<file path="src/rtl/decode_stage_if.sv">
// decode_stage_if: fetch-side and execute-side handshake bundle for decode_stage.
//
// Handshake rule (both sides): a transfer happens on a rising clk edge where
// valid and ready are both 1. The producer holds valid and payload stable until
// the transfer. The consumer may move ready freely. decode_stage derives
// in_ready and out_valid from registered state only.
//
// Ports:
//   in_valid/in_ready/in_instr/in_pc    fetch -> decode instruction channel
//   out_valid/out_ready/out_*           decode -> execute decoded-entry channel
// Modports: master = fetch/execute environment, slave = decode_stage.
interface decode_stage_if #(
  parameter int XLEN = 32
);
  logic            in_valid;
  logic            in_ready;
  logic [31:0]     in_instr;
  logic [XLEN-1:0] in_pc;

  logic            out_valid;
  logic            out_ready;
  logic [XLEN-1:0] out_pc;
  logic [4:0]      out_rd;
  logic [4:0]      out_rs1;
  logic [4:0]      out_rs2;
  logic [XLEN-1:0] out_imm;
  logic [2:0]      out_imm_type;
  logic [3:0]      out_alu_type;
  logic [2:0]      out_btype;
  logic [1:0]      out_pc_src;
  logic            out_pc_to_reg_src;
  logic            out_mem_write;
  logic            out_mem_read;
  logic            out_rd_src;
  logic            out_mem_to_reg_src;
  logic            out_alu_src;
  logic            out_reg_write;
  logic            out_muldiv;
  logic [2:0]      out_data_size;
  logic            out_illegal;

  modport master (
    output in_valid, in_instr, in_pc, out_ready,
    input  in_ready, out_valid, out_pc, out_rd, out_rs1, out_rs2, out_imm,
           out_imm_type, out_alu_type, out_btype, out_pc_src, out_pc_to_reg_src,
           out_mem_write, out_mem_read, out_rd_src, out_mem_to_reg_src,
           out_alu_src, out_reg_write, out_muldiv, out_data_size, out_illegal
  );

  modport slave (
    input  in_valid, in_instr, in_pc, out_ready,
    output in_ready, out_valid, out_pc, out_rd, out_rs1, out_rs2, out_imm,
           out_imm_type, out_alu_type, out_btype, out_pc_src, out_pc_to_reg_src,
           out_mem_write, out_mem_read, out_rd_src, out_mem_to_reg_src,
           out_alu_src, out_reg_write, out_muldiv, out_data_size, out_illegal
  );
endinterface

</file>
<file path="src/rtl/decode_stage.sv">
// decode_stage: registered RV32I decode stage (optional M decode) with an
// output FIFO toward execute, flush and illegal-instruction counting.
//
// Ports:
//   clk            rising-edge clock
//   rst            synchronous active-high reset
//   flush          drop all queued entries and any same-cycle input
//   bus            decode_stage_if.slave (instruction in, decoded entry out)
//   illegal_count  saturating count of accepted illegal instructions
module decode_stage #(
  parameter int XLEN      = 32,
  parameter int BUF_DEPTH = 2,
  parameter bit SUPPORT_M = 1'b0,
  parameter int CNT_W     = 16
) (
  input  logic             clk,
  input  logic             rst,
  input  logic             flush,
  decode_stage_if.slave    bus,
  output logic [CNT_W-1:0] illegal_count
);
  localparam int PW = (BUF_DEPTH > 1) ? $clog2(BUF_DEPTH) : 1;
  localparam int CW = $clog2(BUF_DEPTH + 1);

  localparam logic [2:0] IMM_NONE = 3'd0, IMM_I = 3'd1, IMM_S = 3'd2,
                         IMM_B = 3'd3, IMM_U = 3'd4, IMM_J = 3'd5;

  typedef struct packed {
    logic [XLEN-1:0] pc;
    logic [4:0]      rd;
    logic [4:0]      rs1;
    logic [4:0]      rs2;
    logic [XLEN-1:0] imm;
    logic [2:0]      imm_type;
    logic [3:0]      alu_type;
    logic [2:0]      btype;
    logic [1:0]      pc_src;
    logic            pc_to_reg_src;
    logic            mem_write;
    logic            mem_read;
    logic            rd_src;
    logic            mem_to_reg_src;
    logic            alu_src;
    logic            reg_write;
    logic            muldiv;
    logic [2:0]      data_size;
    logic            illegal;
  } entry_t;

  // ---------------- combinational decode ----------------
  logic [31:0]        w_ins;
  logic [4:0]         w_op;
  logic [2:0]         w_f3;
  logic [6:0]         w_f7;
  logic               w_bad;
  logic signed [31:0] w_imm32;
  entry_t             w_dec;
  entry_t             w_entry;

  assign w_ins = bus.in_instr;
  assign w_op  = w_ins[6:2];
  assign w_f3  = w_ins[14:12];
  assign w_f7  = w_ins[31:25];

  always_comb begin
    w_dec   = '0;
    w_bad   = 1'b0;
    w_imm32 = '0;
    if (w_ins[1:0] != 2'b11) begin
      w_bad = 1'b1;
    end else begin
      unique case (w_op)
        5'b01100: begin
          w_dec.alu_src   = 1'b1;
          w_dec.reg_write = 1'b1;
          if (w_f7 == 7'b0000001) begin
            w_bad          = !SUPPORT_M;
            w_dec.muldiv   = 1'b1;
            w_dec.alu_type = {1'b0, w_f3};
          end else begin
            w_dec.alu_type = {w_f7[5], w_f3};
          end
        end
        5'b00100: begin
          w_dec.imm_type  = IMM_I;
          // Only the shift-right group uses funct7[5] (srai vs srli).
          w_dec.alu_type  = (w_f3 == 3'b101) ? {w_f7[5], w_f3} : {1'b0, w_f3};
          w_dec.reg_write = 1'b1;
        end
        5'b00000: begin
          w_dec.imm_type       = IMM_I;
          w_dec.mem_read       = 1'b1;
          w_dec.mem_to_reg_src = 1'b1;
          w_dec.reg_write      = 1'b1;
          w_dec.data_size      = w_f3;
          w_bad                = (w_f3 == 3'd3) || (w_f3[2:1] == 2'b11);
        end
        5'b01000: begin
          w_dec.imm_type  = IMM_S;
          w_dec.mem_write = 1'b1;
          w_dec.data_size = w_f3;
          w_bad           = (w_f3 > 3'd2);
        end
        5'b11000: begin
          w_dec.imm_type = IMM_B;
          w_dec.alu_type = 4'hF;
          w_dec.btype    = w_f3;
          w_dec.pc_src   = 2'd3;
          w_bad          = (w_f3[2:1] == 2'b01);
        end
        5'b11001: begin
          w_dec.imm_type  = IMM_I;
          w_dec.pc_src    = 2'd2;
          w_dec.rd_src    = 1'b1;
          w_dec.reg_write = 1'b1;
        end
        5'b11011: begin
          w_dec.imm_type  = IMM_J;
          w_dec.alu_type  = 4'hF;
          w_dec.pc_src    = 2'd1;
          w_dec.rd_src    = 1'b1;
          w_dec.reg_write = 1'b1;
        end
        5'b00101: begin
          w_dec.imm_type      = IMM_U;
          w_dec.alu_type      = 4'hF;
          w_dec.pc_to_reg_src = 1'b1;
          w_dec.rd_src        = 1'b1;
          w_dec.reg_write     = 1'b1;
        end
        5'b01101: begin
          w_dec.imm_type  = IMM_U;
          w_dec.alu_type  = 4'hF;
          w_dec.reg_write = 1'b1;
        end
        default: w_bad = 1'b1;
      endcase
    end

    unique case (w_dec.imm_type)
      IMM_I:   w_imm32 = {{20{w_ins[31]}}, w_ins[31:20]};
      IMM_S:   w_imm32 = {{20{w_ins[31]}}, w_ins[31:25], w_ins[11:7]};
      IMM_B:   w_imm32 = {{19{w_ins[31]}}, w_ins[31], w_ins[7], w_ins[30:25], w_ins[11:8], 1'b0};
      IMM_U:   w_imm32 = {w_ins[31:12], 12'b0};
      IMM_J:   w_imm32 = {{11{w_ins[31]}}, w_ins[31], w_ins[19:12], w_ins[20], w_ins[30:21], 1'b0};
      default: w_imm32 = '0;
    endcase
    // Signed size cast sign-extends the 32-bit immediate to XLEN.
    w_dec.imm = XLEN'(w_imm32);

    w_dec.pc  = bus.in_pc;
    w_dec.rd  = w_ins[11:7];
    w_dec.rs1 = w_ins[19:15];
    w_dec.rs2 = w_ins[24:20];

    // Illegal entries keep only pc and register indices.
    if (w_bad) begin
      w_entry         = '0;
      w_entry.pc      = w_dec.pc;
      w_entry.rd      = w_dec.rd;
      w_entry.rs1     = w_dec.rs1;
      w_entry.rs2     = w_dec.rs2;
      w_entry.illegal = 1'b1;
    end else begin
      w_entry = w_dec;
    end
  end

  // ---------------- output FIFO ----------------
  entry_t           r_mem [BUF_DEPTH];
  logic [PW-1:0]    r_wr_ptr;
  logic [PW-1:0]    r_rd_ptr;
  logic [CW-1:0]    r_count;
  logic [CNT_W-1:0] r_ill_cnt;
  logic             w_push;
  logic             w_pop;
  entry_t           w_head;

  function automatic logic [PW-1:0] next_ptr(input logic [PW-1:0] p);
    return (p == PW'(BUF_DEPTH - 1)) ? '0 : p + PW'(1);
  endfunction

  assign bus.in_ready  = (r_count < CW'(BUF_DEPTH));
  assign bus.out_valid = (r_count != '0);
  assign w_push        = bus.in_valid & bus.in_ready & ~flush & ~rst;
  assign w_pop         = bus.out_valid & bus.out_ready;

  always_ff @(posedge clk) begin
    if (rst) begin
      r_wr_ptr  <= '0;
      r_rd_ptr  <= '0;
      r_count   <= '0;
      r_ill_cnt <= '0;
    end else if (flush) begin
      r_wr_ptr <= '0;
      r_rd_ptr <= '0;
      r_count  <= '0;
    end else begin
      if (w_push) r_wr_ptr <= next_ptr(r_wr_ptr);
      if (w_pop)  r_rd_ptr <= next_ptr(r_rd_ptr);
      if (w_push && !w_pop)      r_count <= r_count + CW'(1);
      else if (!w_push && w_pop) r_count <= r_count - CW'(1);
      if (w_push && w_entry.illegal && (r_ill_cnt != '1))
        r_ill_cnt <= r_ill_cnt + CNT_W'(1);
    end
  end

  // Storage needs no reset: an empty FIFO masks the head to zero.
  always_ff @(posedge clk) begin
    if (w_push) r_mem[r_wr_ptr] <= w_entry;
  end

  assign w_head        = bus.out_valid ? r_mem[r_rd_ptr] : '0;
  assign illegal_count = r_ill_cnt;

  assign bus.out_pc             = w_head.pc;
  assign bus.out_rd             = w_head.rd;
  assign bus.out_rs1            = w_head.rs1;
  assign bus.out_rs2            = w_head.rs2;
  assign bus.out_imm            = w_head.imm;
  assign bus.out_imm_type       = w_head.imm_type;
  assign bus.out_alu_type       = w_head.alu_type;
  assign bus.out_btype          = w_head.btype;
  assign bus.out_pc_src         = w_head.pc_src;
  assign bus.out_pc_to_reg_src  = w_head.pc_to_reg_src;
  assign bus.out_mem_write      = w_head.mem_write;
  assign bus.out_mem_read       = w_head.mem_read;
  assign bus.out_rd_src         = w_head.rd_src;
  assign bus.out_mem_to_reg_src = w_head.mem_to_reg_src;
  assign bus.out_alu_src        = w_head.alu_src;
  assign bus.out_reg_write      = w_head.reg_write;
  assign bus.out_muldiv         = w_head.muldiv;
  assign bus.out_data_size      = w_head.data_size;
  assign bus.out_illegal        = w_head.illegal;
endmodule

</file>
<file path="src/flat_wrapper.sv">
// flat-port wrapper written by rule: the top's interface ports become plain ports
module decode_stage_flat 
#(
  parameter int XLEN      = 32,
  parameter int BUF_DEPTH = 2,
  parameter bit SUPPORT_M = 1'b0,
  parameter int CNT_W     = 16
)
  (clk, rst, flush, illegal_count, bus_in_valid, bus_in_instr, bus_in_pc, bus_out_ready, bus_in_ready, bus_out_valid, bus_out_pc, bus_out_rd, bus_out_rs1, bus_out_rs2, bus_out_imm, bus_out_imm_type, bus_out_alu_type, bus_out_btype, bus_out_pc_src, bus_out_pc_to_reg_src, bus_out_mem_write, bus_out_mem_read, bus_out_rd_src, bus_out_mem_to_reg_src, bus_out_alu_src, bus_out_reg_write, bus_out_muldiv, bus_out_data_size, bus_out_illegal);
  decode_stage_if #(.XLEN(XLEN)) bus_i ();
  input  logic clk;
  input  logic rst;
  input  logic flush;
  output logic [CNT_W-1:0] illegal_count;
  input wire logic [$bits(bus_i.in_valid)-1:0] bus_in_valid;
  input wire logic [$bits(bus_i.in_instr)-1:0] bus_in_instr;
  input wire logic [$bits(bus_i.in_pc)-1:0] bus_in_pc;
  input wire logic [$bits(bus_i.out_ready)-1:0] bus_out_ready;
  output wire logic [$bits(bus_i.in_ready)-1:0] bus_in_ready;
  output wire logic [$bits(bus_i.out_valid)-1:0] bus_out_valid;
  output wire logic [$bits(bus_i.out_pc)-1:0] bus_out_pc;
  output wire logic [$bits(bus_i.out_rd)-1:0] bus_out_rd;
  output wire logic [$bits(bus_i.out_rs1)-1:0] bus_out_rs1;
  output wire logic [$bits(bus_i.out_rs2)-1:0] bus_out_rs2;
  output wire logic [$bits(bus_i.out_imm)-1:0] bus_out_imm;
  output wire logic [$bits(bus_i.out_imm_type)-1:0] bus_out_imm_type;
  output wire logic [$bits(bus_i.out_alu_type)-1:0] bus_out_alu_type;
  output wire logic [$bits(bus_i.out_btype)-1:0] bus_out_btype;
  output wire logic [$bits(bus_i.out_pc_src)-1:0] bus_out_pc_src;
  output wire logic [$bits(bus_i.out_pc_to_reg_src)-1:0] bus_out_pc_to_reg_src;
  output wire logic [$bits(bus_i.out_mem_write)-1:0] bus_out_mem_write;
  output wire logic [$bits(bus_i.out_mem_read)-1:0] bus_out_mem_read;
  output wire logic [$bits(bus_i.out_rd_src)-1:0] bus_out_rd_src;
  output wire logic [$bits(bus_i.out_mem_to_reg_src)-1:0] bus_out_mem_to_reg_src;
  output wire logic [$bits(bus_i.out_alu_src)-1:0] bus_out_alu_src;
  output wire logic [$bits(bus_i.out_reg_write)-1:0] bus_out_reg_write;
  output wire logic [$bits(bus_i.out_muldiv)-1:0] bus_out_muldiv;
  output wire logic [$bits(bus_i.out_data_size)-1:0] bus_out_data_size;
  output wire logic [$bits(bus_i.out_illegal)-1:0] bus_out_illegal;
  assign bus_i.in_valid = bus_in_valid;
  assign bus_i.in_instr = bus_in_instr;
  assign bus_i.in_pc = bus_in_pc;
  assign bus_i.out_ready = bus_out_ready;
  assign bus_in_ready = bus_i.in_ready;
  assign bus_out_valid = bus_i.out_valid;
  assign bus_out_pc = bus_i.out_pc;
  assign bus_out_rd = bus_i.out_rd;
  assign bus_out_rs1 = bus_i.out_rs1;
  assign bus_out_rs2 = bus_i.out_rs2;
  assign bus_out_imm = bus_i.out_imm;
  assign bus_out_imm_type = bus_i.out_imm_type;
  assign bus_out_alu_type = bus_i.out_alu_type;
  assign bus_out_btype = bus_i.out_btype;
  assign bus_out_pc_src = bus_i.out_pc_src;
  assign bus_out_pc_to_reg_src = bus_i.out_pc_to_reg_src;
  assign bus_out_mem_write = bus_i.out_mem_write;
  assign bus_out_mem_read = bus_i.out_mem_read;
  assign bus_out_rd_src = bus_i.out_rd_src;
  assign bus_out_mem_to_reg_src = bus_i.out_mem_to_reg_src;
  assign bus_out_alu_src = bus_i.out_alu_src;
  assign bus_out_reg_write = bus_i.out_reg_write;
  assign bus_out_muldiv = bus_i.out_muldiv;
  assign bus_out_data_size = bus_i.out_data_size;
  assign bus_out_illegal = bus_i.out_illegal;
  decode_stage #(.XLEN(XLEN), .BUF_DEPTH(BUF_DEPTH), .SUPPORT_M(SUPPORT_M), .CNT_W(CNT_W)) u_core (.clk(clk), .rst(rst), .flush(flush), .bus(bus_i), .illegal_count(illegal_count));
endmodule
</file>
<file path="config.mk">
export PLATFORM = sky130hd
export DESIGN_NAME = decode_stage_flat
export DESIGN_NICKNAME = d
export VERILOG_FILES = /design/src/rtl/decode_stage_if.sv /design/src/rtl/decode_stage.sv /design/src/flat_wrapper.sv
export SDC_FILE = /design/constraint.sdc
export NUM_CORES = 1
export LEC_CHECK = 0
export ABC_AREA = 1
export CORE_ASPECT_RATIO = 2
export CORE_UTILIZATION = 40
export DETAILED_ROUTE_END_ITERATION = 10
export PLACE_DENSITY = 0.74
export SYNTH_ARGS = -nofsm -noshare
export SYNTH_HDL_FRONTEND = slang
export SYNTH_SLANG_ARGS = --single-unit
</file>
<file path="constraint.sdc">
create_clock -name clk -period 9.2 [get_ports clk]
set_input_delay 1.84 -clock clk [delete_from_list [all_inputs] [get_ports clk]]
set_output_delay 1.84 -clock clk [all_outputs]
set_load 0.05 [all_outputs]
</file>
==> results.sh, run 1 <==
export IMPL_outcome="complete, no violations"
export IMPL_final_common_cell="nand2_1"
export IMPL_grt_overflow_total=0
export IMPL_max_freq_mhz=192.4
export IMPL_dr_first_iter_drc_count=379
export IMPL_final_nets=1175
export IMPL_final_min_clock_period_ns=5.199
export IMPL_yosysSeqAreaShare_pct=66.87
export IMPL_hold_path_class="reg -> reg"
export IMPL_postCtsSetupRepairBufs=0
export IMPL_ys_ff_latch=225
export IMPL_area_delta_synth_final_pct=28.59
export IMPL_wl_per_cell_um=18.01
export IMPL_antenna_found_initial=2
export IMPL_critical_path_slowest_cell="clkdlybuf4s50_1"
export IMPL_synth_cell_types=33
export IMPL_fp_dieW_um=112.6
export IMPL_relSlewSlack_pct=29.34
export IMPL_fillCellCount=2093
export IMPL_worstSetupEndpointType="output pin"
export IMPL_cpPeakStageDelay_ns=0.87
export IMPL_ys_top_cells_by_area="edfxtp_1, nand2_1, a21oi_1"
export IMPL_cts_resized=0
export IMPL_setup_violations=0
export IMPL_synthCells=930
export IMPL_seqCellArea_mm2=0.006550
export IMPL_dp_cells=1369
export IMPL_start_util_pct=40.92
export IMPL_critPathLaunchType="register"
export IMPL_avgSynthCellArea_um2=10.53
export IMPL_core_rowCount=80
export IMPL_detailed_place_hpwl_mm=17.39
export IMPL_setup_tns_ns=0
export IMPL_period_share_pct=56.51
export IMPL_cts_hold_buf=0
export IMPL_synth_top_family_by_area="simple AND/OR/NAND/NOR gates"
export IMPL_multi_input_area_mm2=0.002893
export IMPL_critPathRequiredTime_ns=7.36
export IMPL_grt_pass1_wl_mm=38.77
export IMPL_leakage_uw=0.004427
export IMPL_drt_wl_total_mm=25.34
export IMPL_layout_common_cells="nand2_1, edfxtp_1, clkdlybuf4s50_1, a21oi_1, nor2_1"
export IMPL_clock_skew_ns=0.01095
export IMPL_stdcell_area_mm2=0.01259
export IMPL_drt_vias_per_instance=5.129
export IMPL_final_cells=1407
export IMPL_vdd_drop_max_mv=0.1519
export IMPL_core_area_mm2=0.02392
export IMPL_drv_slew=0
export IMPL_path_cells="clkinv_2 -> buf_4 -> nand2_1 -> a21oi_1 -> clkdlybuf4s50_1"
export IMPL_synth_top_area_share_pct=62.58
export IMPL_grt_pass1_vias=7204
export IMPL_synthXorXnorAreaFrac_pct=1.253
export IMPL_synth_compound_area_share_pct=8.065
export IMPL_maxCapViolations=0
export IMPL_gp_congestion=0.8315
export IMPL_yosys_area_share_simple_pct=19.67
export IMPL_crit_fanout=68
export IMPL_synth_top_cell_by_area="edfxtp_1"
export IMPL_hold_viol_final=0
export IMPL_netlist_area_mm2=0.009789
export IMPL_cts_sinks=225
export IMPL_cts_buffer_depth=3
export IMPL_cts_tree="built"
export IMPL_io_buffer_count=189
export IMPL_insertion_delay_ns=0.49
export IMPL_first_pass_iters=5
export IMPL_cts_root_buf="clkbuf_16"
export IMPL_antenna_left=0
export IMPL_clk_pin_slew_ns=0.07
export IMPL_crit_type="reg -> out"
export IMPL_synthAdderAreaFrac_pct=0.2556
export IMPL_path_buf_inv=3
export IMPL_critical_path_top_delay_family="buffers and inverters"
export IMPL_muxShareOfSynthArea_pct=0
export IMPL_ios=190
export IMPL_ys_warnings_count=0
export IMPL_grt_max_degree=98
export IMPL_dpl_cell_area_mm2=0.01191
export IMPL_die_h_um=223.2
export IMPL_crit_arrival_ns=3.36
export IMPL_drive_above_1_share_pct=8.408
export IMPL_die_area_mm2=0.02514
export IMPL_drc_errors=0
export IMPL_tightest_slew_ns=1.060
export IMPL_power_density_mw_per_mm2=172.4
export IMPL_grt_setup_unrepaired="false"
export IMPL_htree_levels=1
export IMPL_final_core_util_pct=52.62
export IMPL_via_count=7216
export IMPL_cts_inserted_buffers=20
export IMPL_grt_total_usage_pct=20.19
worst paths after layout:
kind	startpoint	depth (start not counted)	endpoint	slack, ns
max	register	5	bus_out_rd[1]	4.00
max reg2reg	u_core.r_count[1]	4	u_core.r_mem[1][54]	6.22
min reg2reg	u_core.r_rd_ptr	2	register	0.47
min	u_core.r_rd_ptr	2	register	0.47
area by class of cell:
cell class                      count  area share [%]
Inverter                           46           1.401
Antenna cell                        2         0.03976
Tap cell                          287           2.853
Sequential cell                   225           52.03
Timing Repair Buffer              194           15.33
Clock buffer                       24           4.264
Multi-Input combinational cell    617           22.98
Clock inverter                     12           1.103
flip-flops by register name, summed over array words and instances, names as in the netlist, named ones only:
name                  count
u_core.r_count            2
u_core.r_mem            204
u_core.illegal_count     16
u_core.r_wr_ptr           1
u_core.r_rd_ptr           1
metal layers:
metal | GRT usage, % | vias up | part of all wire [%]
li1 | - | 3508 | -
met1 | 20.30 | 3421 | 34
met2 | 38.29 | 226 | 56
met3 | 3.070 | 61 | 5.2
met4 | 12.26 | 0 | 5.2
met5 | 0 | - | 0
kinds of logic (layout without fill, tap and decap cells):
logic type,count (synthesis),count (layout)
flip-flops,225,225
XOR/XNOR,14,14
buffers and inverters,89,276
adder cells (fa/ha/maj),2,2
other,1,4
AND/OR/NAND/NOR,450,450
AO/OA/AOI/OAI,149,149
cell usage after synthesis:
library cell  number
buf_12             1
dfxtp_1           21
nand3b_1           1
inv_2              8
buf_1              3
nand3_1           35
nand2_4            3
a21oi_2           10
nand4_1            5
nor2_1            70
nand2_1          292
nor3_1            13
edfxtp_1         204
buf_4              3
a31oi_1            2
o21ai_0            9
nor2_4             7
xor2_1             5
inv_1             36
nand2_2           15
xnor2_1            9
nor2_2             5
nand2_8            1
o21ai_2            1
buf_6              1
ha_1               2
a21oi_1          127
nand3_2            3
buf_2              4
clkbuf_1          31
conb_1             1
clkinv_1           1
inv_4              1
worst min-delay path, cell delays in order, from the launching register on:
cell	delay, ns
dfxtp_1	0.30
inv_1	0.07
a21oi_1	0.06
metrics by stage:
stage	power (uW)	setup slack [ns]	hold WS, ns
CTS	2182	3.998	0.4764
detailed placement	1326	3.679	0.4627
finish	2170	4.001	0.4729
global placement	1324	3.764	0.4728
floorplan	1250	2.128	0.4435
global route	2235	3.840	0.5073
power by group:
part	total [uW]	switching (uW)	internal (uW)
clock	867	363	504
combinational	178	118	60.6
sequential	1120	5.30	1120
(Power assumes the default switching activity.)
==> inputs of run 2 (changes only) <==
==> constraint.sdc (replaced) <==
create_clock -name clk -period 5.12 [get_ports clk]
set_input_delay 1.024 -clock clk [delete_from_list [all_inputs] [get_ports clk]]
set_output_delay 1.024 -clock clk [all_outputs]
set_load 0.05 [all_outputs]
==> run 2 against run 1 <==
Total power up 78%; sequential cell count unchanged; sequential power up 80%; critical endpoint is now bus_out_mem_to_reg_src; largest cell class unchanged; largest power group unchanged; highest routed layer unchanged.
==> results.sh, run 2 (same netlist as run 1, synthesis figures left out) <==
export IMPL_total_power_uw=3860
export IMPL_grt_pass1_vias=7147
export IMPL_max_freq_mhz=253.9
export IMPL_path_buf_inv=2
export IMPL_antenna_left=0
export IMPL_min_to="u_core.r_rd_ptr"
export IMPL_setup_tns_ns=0
export IMPL_worstSetupEndpointType="output pin"
export IMPL_critical_path_top_delay_family="buffers and inverters"
export IMPL_netSwitchingPower_uw=883.1
export IMPL_core_area_mm2=0.02392
export IMPL_drc_errors=0
export IMPL_worstHoldPathCells=2
export IMPL_hp_start="u_core.r_rd_ptr"
export IMPL_setup_violations=0
export IMPL_cts_buffer_depth=3
export IMPL_cts_tree="built"
export IMPL_n_antenna_cell=0
export IMPL_intPower_uw=2977
export IMPL_p_seq_share_pct=52.3
export IMPL_critPathLaunchType="register"
export IMPL_top_register="u_core.r_mem"
export IMPL_layout_common_cells="nand2_1, edfxtp_1, clkdlybuf4s50_1, a21oi_1, nor2_1"
export IMPL_p_sw_share_pct=22.88
export IMPL_cts_hold_buf=0
export IMPL_clock_skew_ns=0.01521
export IMPL_hold_path_class="reg -> reg"
export IMPL_hold_viol_final=0
export IMPL_insertion_delay_ns=0.50
export IMPL_ios=190
export IMPL_cts_sinks=225
export IMPL_grt_total_usage_pct=19.94
export IMPL_vdd_drop_max_mv=0.1779
export IMPL_cts_resized=0
export IMPL_leakage_uw=0.004432
export IMPL_grt_pass1_wl_mm=38.42
export IMPL_drt_vias_per_instance=5.161
export IMPL_power_frac_clock_pct=39.3
export IMPL_htree_levels=1
export IMPL_first_pass_iters=5
export IMPL_final_nets=1178
export IMPL_cts_inserted_buffers=21
export IMPL_largest_reg_flops=204
export IMPL_cpPeakStageDelay_ns=0.88
export IMPL_period_share_pct=76.92
export IMPL_detailed_place_hpwl_mm=17.03
export IMPL_die_h_um=223.2
export IMPL_tightest_slew_ns=0.8201
export IMPL_area_delta_synth_final_pct=28.92
export IMPL_postCtsSetupRepairBufs=0
export IMPL_antenna_found_initial=0
export IMPL_rrSetupSlack_ns=2.87
export IMPL_cts_root_buf="clkbuf_16"
export IMPL_dr_first_iter_drc_count=390
export IMPL_pwr_share_comb_pct=8.4
export IMPL_wl_per_cell_um=18.01
export IMPL_die_area_mm2=0.02514
export IMPL_drive_above_1_share_pct=8.750
export IMPL_crit_fanout=44
export IMPL_rr_endpoint="u_core.r_count[1]"
export IMPL_hold_slack_ns=0.4809
export IMPL_final_cells=1407
export IMPL_reg2reg_depth=9
export IMPL_dp_cells=1371
export IMPL_crit_arrival_ns=2.91
export IMPL_drt_wl_total_mm=25.33
export IMPL_start_util_pct=40.92
export IMPL_final_core_util_pct=52.76
export IMPL_path_cells="buf_4 -> nand2_1 -> a21oi_1 -> clkdlybuf4s50_1"
export IMPL_gp_congestion=0.8425
export IMPL_maxCapViolations=0
export IMPL_clk_pin_slew_ns=0.07
export IMPL_relSlewSlack_pct=45.16
export IMPL_core_rowCount=80
export IMPL_io_buffer_count=189
export IMPL_critPathRequiredTime_ns=4.10
export IMPL_drv_slew=0
export IMPL_final_min_clock_period_ns=3.938
export IMPL_grt_overflow_total=0
export IMPL_power_density_mw_per_mm2=305.9
export IMPL_rr_startpoint="u_core.r_count[0]"
export IMPL_final_common_cell="nand2_1"
export IMPL_fp_dieW_um=112.6
export IMPL_grt_max_degree=103
export IMPL_via_count=7262
export IMPL_grt_setup_unrepaired="false"
export IMPL_critical_path_slowest_cell="clkdlybuf4s50_1"
export IMPL_outcome="complete, no violations"
export IMPL_crit_type="reg -> out"
export IMPL_fillCellCount=2068
## run 2: cell types whose count changed in the layout (fill, tap and decap cells not counted)
cell	delta
buf_4	-1
buf_12	+3
bufinv_16	-1
diode_2	-2
clkinv_4	+1
inv_6	-1
clkinvlp_4	+3
clkbuf_1	-2
## run 2: layout make-up
class                           count  area, um^2  share of cell area [%]
Clock buffer                       22       529.3                   4.194
Clock inverter                     14       131.4                   1.041
Inverter                           46       176.4                   1.398
Multi-Input combinational cell    617        2893                   22.92
Sequential cell                   225        6550                   51.90
Tap cell                          287       359.1                   2.845
Timing Repair Buffer              196        1982                   15.70
## run 2: how the worst max path moves through the flow
stage | startpoint | to | slack [ns] | cells after the start
floorplan | flush | u_core.r_mem[0][0] | -1.14 | 3
global placement | rst | u_core.r_mem[1][72] | 1.53 | 5
detailed placement | rst | u_core.r_mem[1][79] | 1.45 | 5
CTS | register | bus_out_data_size[1] | 1.15 | 4
global route | register | bus_out_mem_read | 1.10 | 4
finish | register | bus_out_mem_to_reg_src | 1.18 | 4
## run 2: power groups by stage
stage	clock network, uW	logic [uW]	registers, uW
after floorplan	0	177	2070
after global placement	0	320	2060
after detailed placement	0	325	2060
after CTS	1550	326	2020
after global routing	1610	344	2020
final	1520	323	2020
## run 2: worst reg2reg max path: stages, from the launching register on
cell and delay, ns:
dfxtp_1 0.36, nor2_4 0.12, buf_4 0.61, inv_1 0.14
nand2_1 0.15, ha_1 0.26, a21oi_1 0.13, o21ai_0 0.12
o21ai_0 0.19, a21oi_1 0.06
## run 2: per-layer routing
| layer | track usage, % | share of wire, % |
|---|---|---|
| met5 | 0 | 0 |
| met1 | 19.87 | 34 |
| met3 | 3.070 | 5.1 |
| met2 | 38.93 | 56 |
| met4 | 10.02 | 4.5 |
## run 2: per-stage QoR
step	instance area (um^2)	worst slack (ns)
final	12620	1.182
after global routing	12620	1.099
after CTS	12620	1.146
after detailed placement	11960	1.451
after global placement	11960	1.532
after floorplan	9793	-1.136
==> inputs of run 3 (changes only) <==
==> constraint.sdc (replaced) <==
create_clock -name clk -period 3.7 [get_ports clk]
set_input_delay 0.74 -clock clk [delete_from_list [all_inputs] [get_ports clk]]
set_output_delay 0.74 -clock clk [all_outputs]
set_load 0.05 [all_outputs]
==> run 3 against run 2 <==
Die area stayed put; wire length is 2.5% higher; register-to-register slack worse by 1.3 ns; via count is 1.9% higher; highest routed layer unchanged; total power is 39% higher; clock skew is 0.0029 ns lower; core utilization is 0.24 points higher; worst hold slack worse by 0.0016 ns; final cell count is 0.64% higher; sequential cell count stayed put; non-clock buffer count is 8 higher; critical path depth is 1 higher.
==> results.sh, run 3 (same netlist as run 1, synthesis figures left out) <==
export IMPL_layout_common_cells="nand2_1, edfxtp_1, clkdlybuf4s50_1, a21oi_1, nor2_1"
export IMPL_cts_root_buf="clkbuf_16"
export IMPL_final_nets=1186
export IMPL_critical_path_slowest_cell="clkdlybuf4s50_1"
export IMPL_insertion_delay_ns=0.51
export IMPL_cts_buffer_depth=3
export IMPL_drive_above_1_share_pct=11.60
export IMPL_fp_dieW_um=112.6
export IMPL_finalWorstSetupSlack_ns=0.2411
export IMPL_rr_startpoint="u_core.illegal_count[0]"
export IMPL_area_delta_synth_final_pct=29.51
export IMPL_core_area_mm2=0.02392
export IMPL_core_rowCount=80
export IMPL_postCtsSetupRepairBufs=0
export IMPL_grt_max_degree=103
export IMPL_top_register="u_core.r_mem"
export IMPL_drc_errors=0
export IMPL_drt_vias_per_instance=5.228
export IMPL_crit_fanout=27
export IMPL_worstHoldPathCells=2
export IMPL_cts_resized=0
export IMPL_antenna_found_initial=0
export IMPL_power_density_mw_per_mm2=423.7
export IMPL_grt_pass1_vias=7090
export IMPL_crit_arrival_ns=2.72
export IMPL_critical_path_top_delay_family="buffers and inverters"
export IMPL_rrSetupSlack_ns=1.54
export IMPL_ios=190
export IMPL_critPathLaunchType="register"
export IMPL_max_freq_mhz=289.1
export IMPL_via_count=7403
export IMPL_cts_inserted_buffers=21
export IMPL_fillCellCount=2088
export IMPL_clk_pin_slew_ns=0.07
export IMPL_grt_total_usage_pct=20.30
export IMPL_cts_hold_buf=0
export IMPL_die_area_mm2=0.02514
export IMPL_start_util_pct=40.92
export IMPL_wl_per_cell_um=18.34
export IMPL_cpPeakStageDelay_ns=0.86
export IMPL_final_common_cell="nand2_1"
export IMPL_outcome="complete, no violations"
export IMPL_vdd_drop_max_mv=0.2705
export IMPL_period_share_pct=93.48
export IMPL_crit_cells=5
export IMPL_die_h_um=223.2
export IMPL_setup_violations=0
export IMPL_worstSetupEndpointType="output pin"
export IMPL_dr_first_iter_drc_count=519
export IMPL_largest_reg_flops=204
export IMPL_grt_setup_unrepaired="false"
export IMPL_grt_overflow_total=0
export IMPL_hold_viol_final=0
export IMPL_gp_congestion=0.8698
export IMPL_crit_type="reg -> out"
export IMPL_grt_pass1_wl_mm=38.92
export IMPL_maxCapViolations=0
export IMPL_post_place_ws_ns=0.6931
export IMPL_rr_endpoint="u_core.illegal_count[1]"
export IMPL_reg2reg_depth=10
export IMPL_hp_start="u_core.r_rd_ptr"
export IMPL_min_to="u_core.r_rd_ptr"
export IMPL_path_buf_inv=3
export IMPL_leakage_uw=0.004558
export IMPL_clock_skew_ns=0.01227
export IMPL_drt_wl_total_mm=25.97
export IMPL_hold_slack_ns=0.4793
export IMPL_antenna_left=0
export IMPL_htree_levels=1
export IMPL_io_buffer_count=189
export IMPL_cts_tree="built"
export IMPL_final_core_util_pct=53.00
export IMPL_cts_sinks=225
export IMPL_hold_path_class="reg -> reg"
export IMPL_relSlewSlack_pct=58.96
export IMPL_drv_slew=0
export IMPL_tightest_slew_ns=0.6157
export IMPL_path_cells="clkinv_2 -> buf_4 -> nand2_1 -> a21oi_1 -> clkdlybuf4s50_1"
export IMPL_first_pass_iters=6
export IMPL_total_power_uw=5372
export IMPL_final_min_clock_period_ns=3.459
export IMPL_critPathRequiredTime_ns=2.96
export IMPL_n_antenna_cell=0
export IMPL_detailed_place_hpwl_mm=17.94
run 3: layout make-up:
type	count	area, um^2	area share [%]
Tap cell	287	359.1	2.832
Inverter	46	176.4	1.391
Timing Repair Buffer	204	2039	16.09
Sequential cell	225	6550	51.66
Clock buffer	25	540.5	4.263
Clock inverter	12	120.1	0.9474
Multi-Input combinational cell	617	2893	22.82
run 3: worst reg2reg max path: cells and delay by family, from the launching register on:
family	cells	cell delay [ns]
AND/OR/NAND/NOR	8	1.25
adder cells (fa/ha/maj)	1	0.27
flip-flops	1	0.42
buffers and inverters	1	0.12
run 3: per-stage QoR:
step	cells	area [um^2]	TNS (ns)
after floorplan	931	9798	-115.01
after CTS	1416	12680	0
after detailed placement	1379	12020	0
after global placement	1379	12020	0
final	1416	12680	0
after global routing	1416	12680	0
run 3: layer usage:
layer | wire, um | GRT usage (%) | vias to the layer above
met3 | 1344 | 2.689 | 47
met1 | 8973 | 20.66 | 3590
met4 | 1240 | 10.62 | 0
li1 | - | - | 3524
met2 | 14410 | 39.31 | 242
met5 | 0 | 0 | -
run 3: power by group:
part           switching [uW]  internal [uW]
clock                     928           1190
combinational             299            159
sequential               10.7           2780
total                    1240           4130
run 3: worst max path at each step:
stage / startpoint / to / slack [ns]
3_5_place_dp: bus_in_instr[6] / u_core.illegal_count[1] / 0.69
2_1_floorplan: flush / u_core.r_mem[1][0] / -0.56
3_3_place_gp: register / bus_out_illegal / 0.74
6_report: register / bus_out_illegal / 0.24
4_1_cts: register / bus_out_illegal / 0.20
5_1_grt: register / bus_out_illegal / 0.15
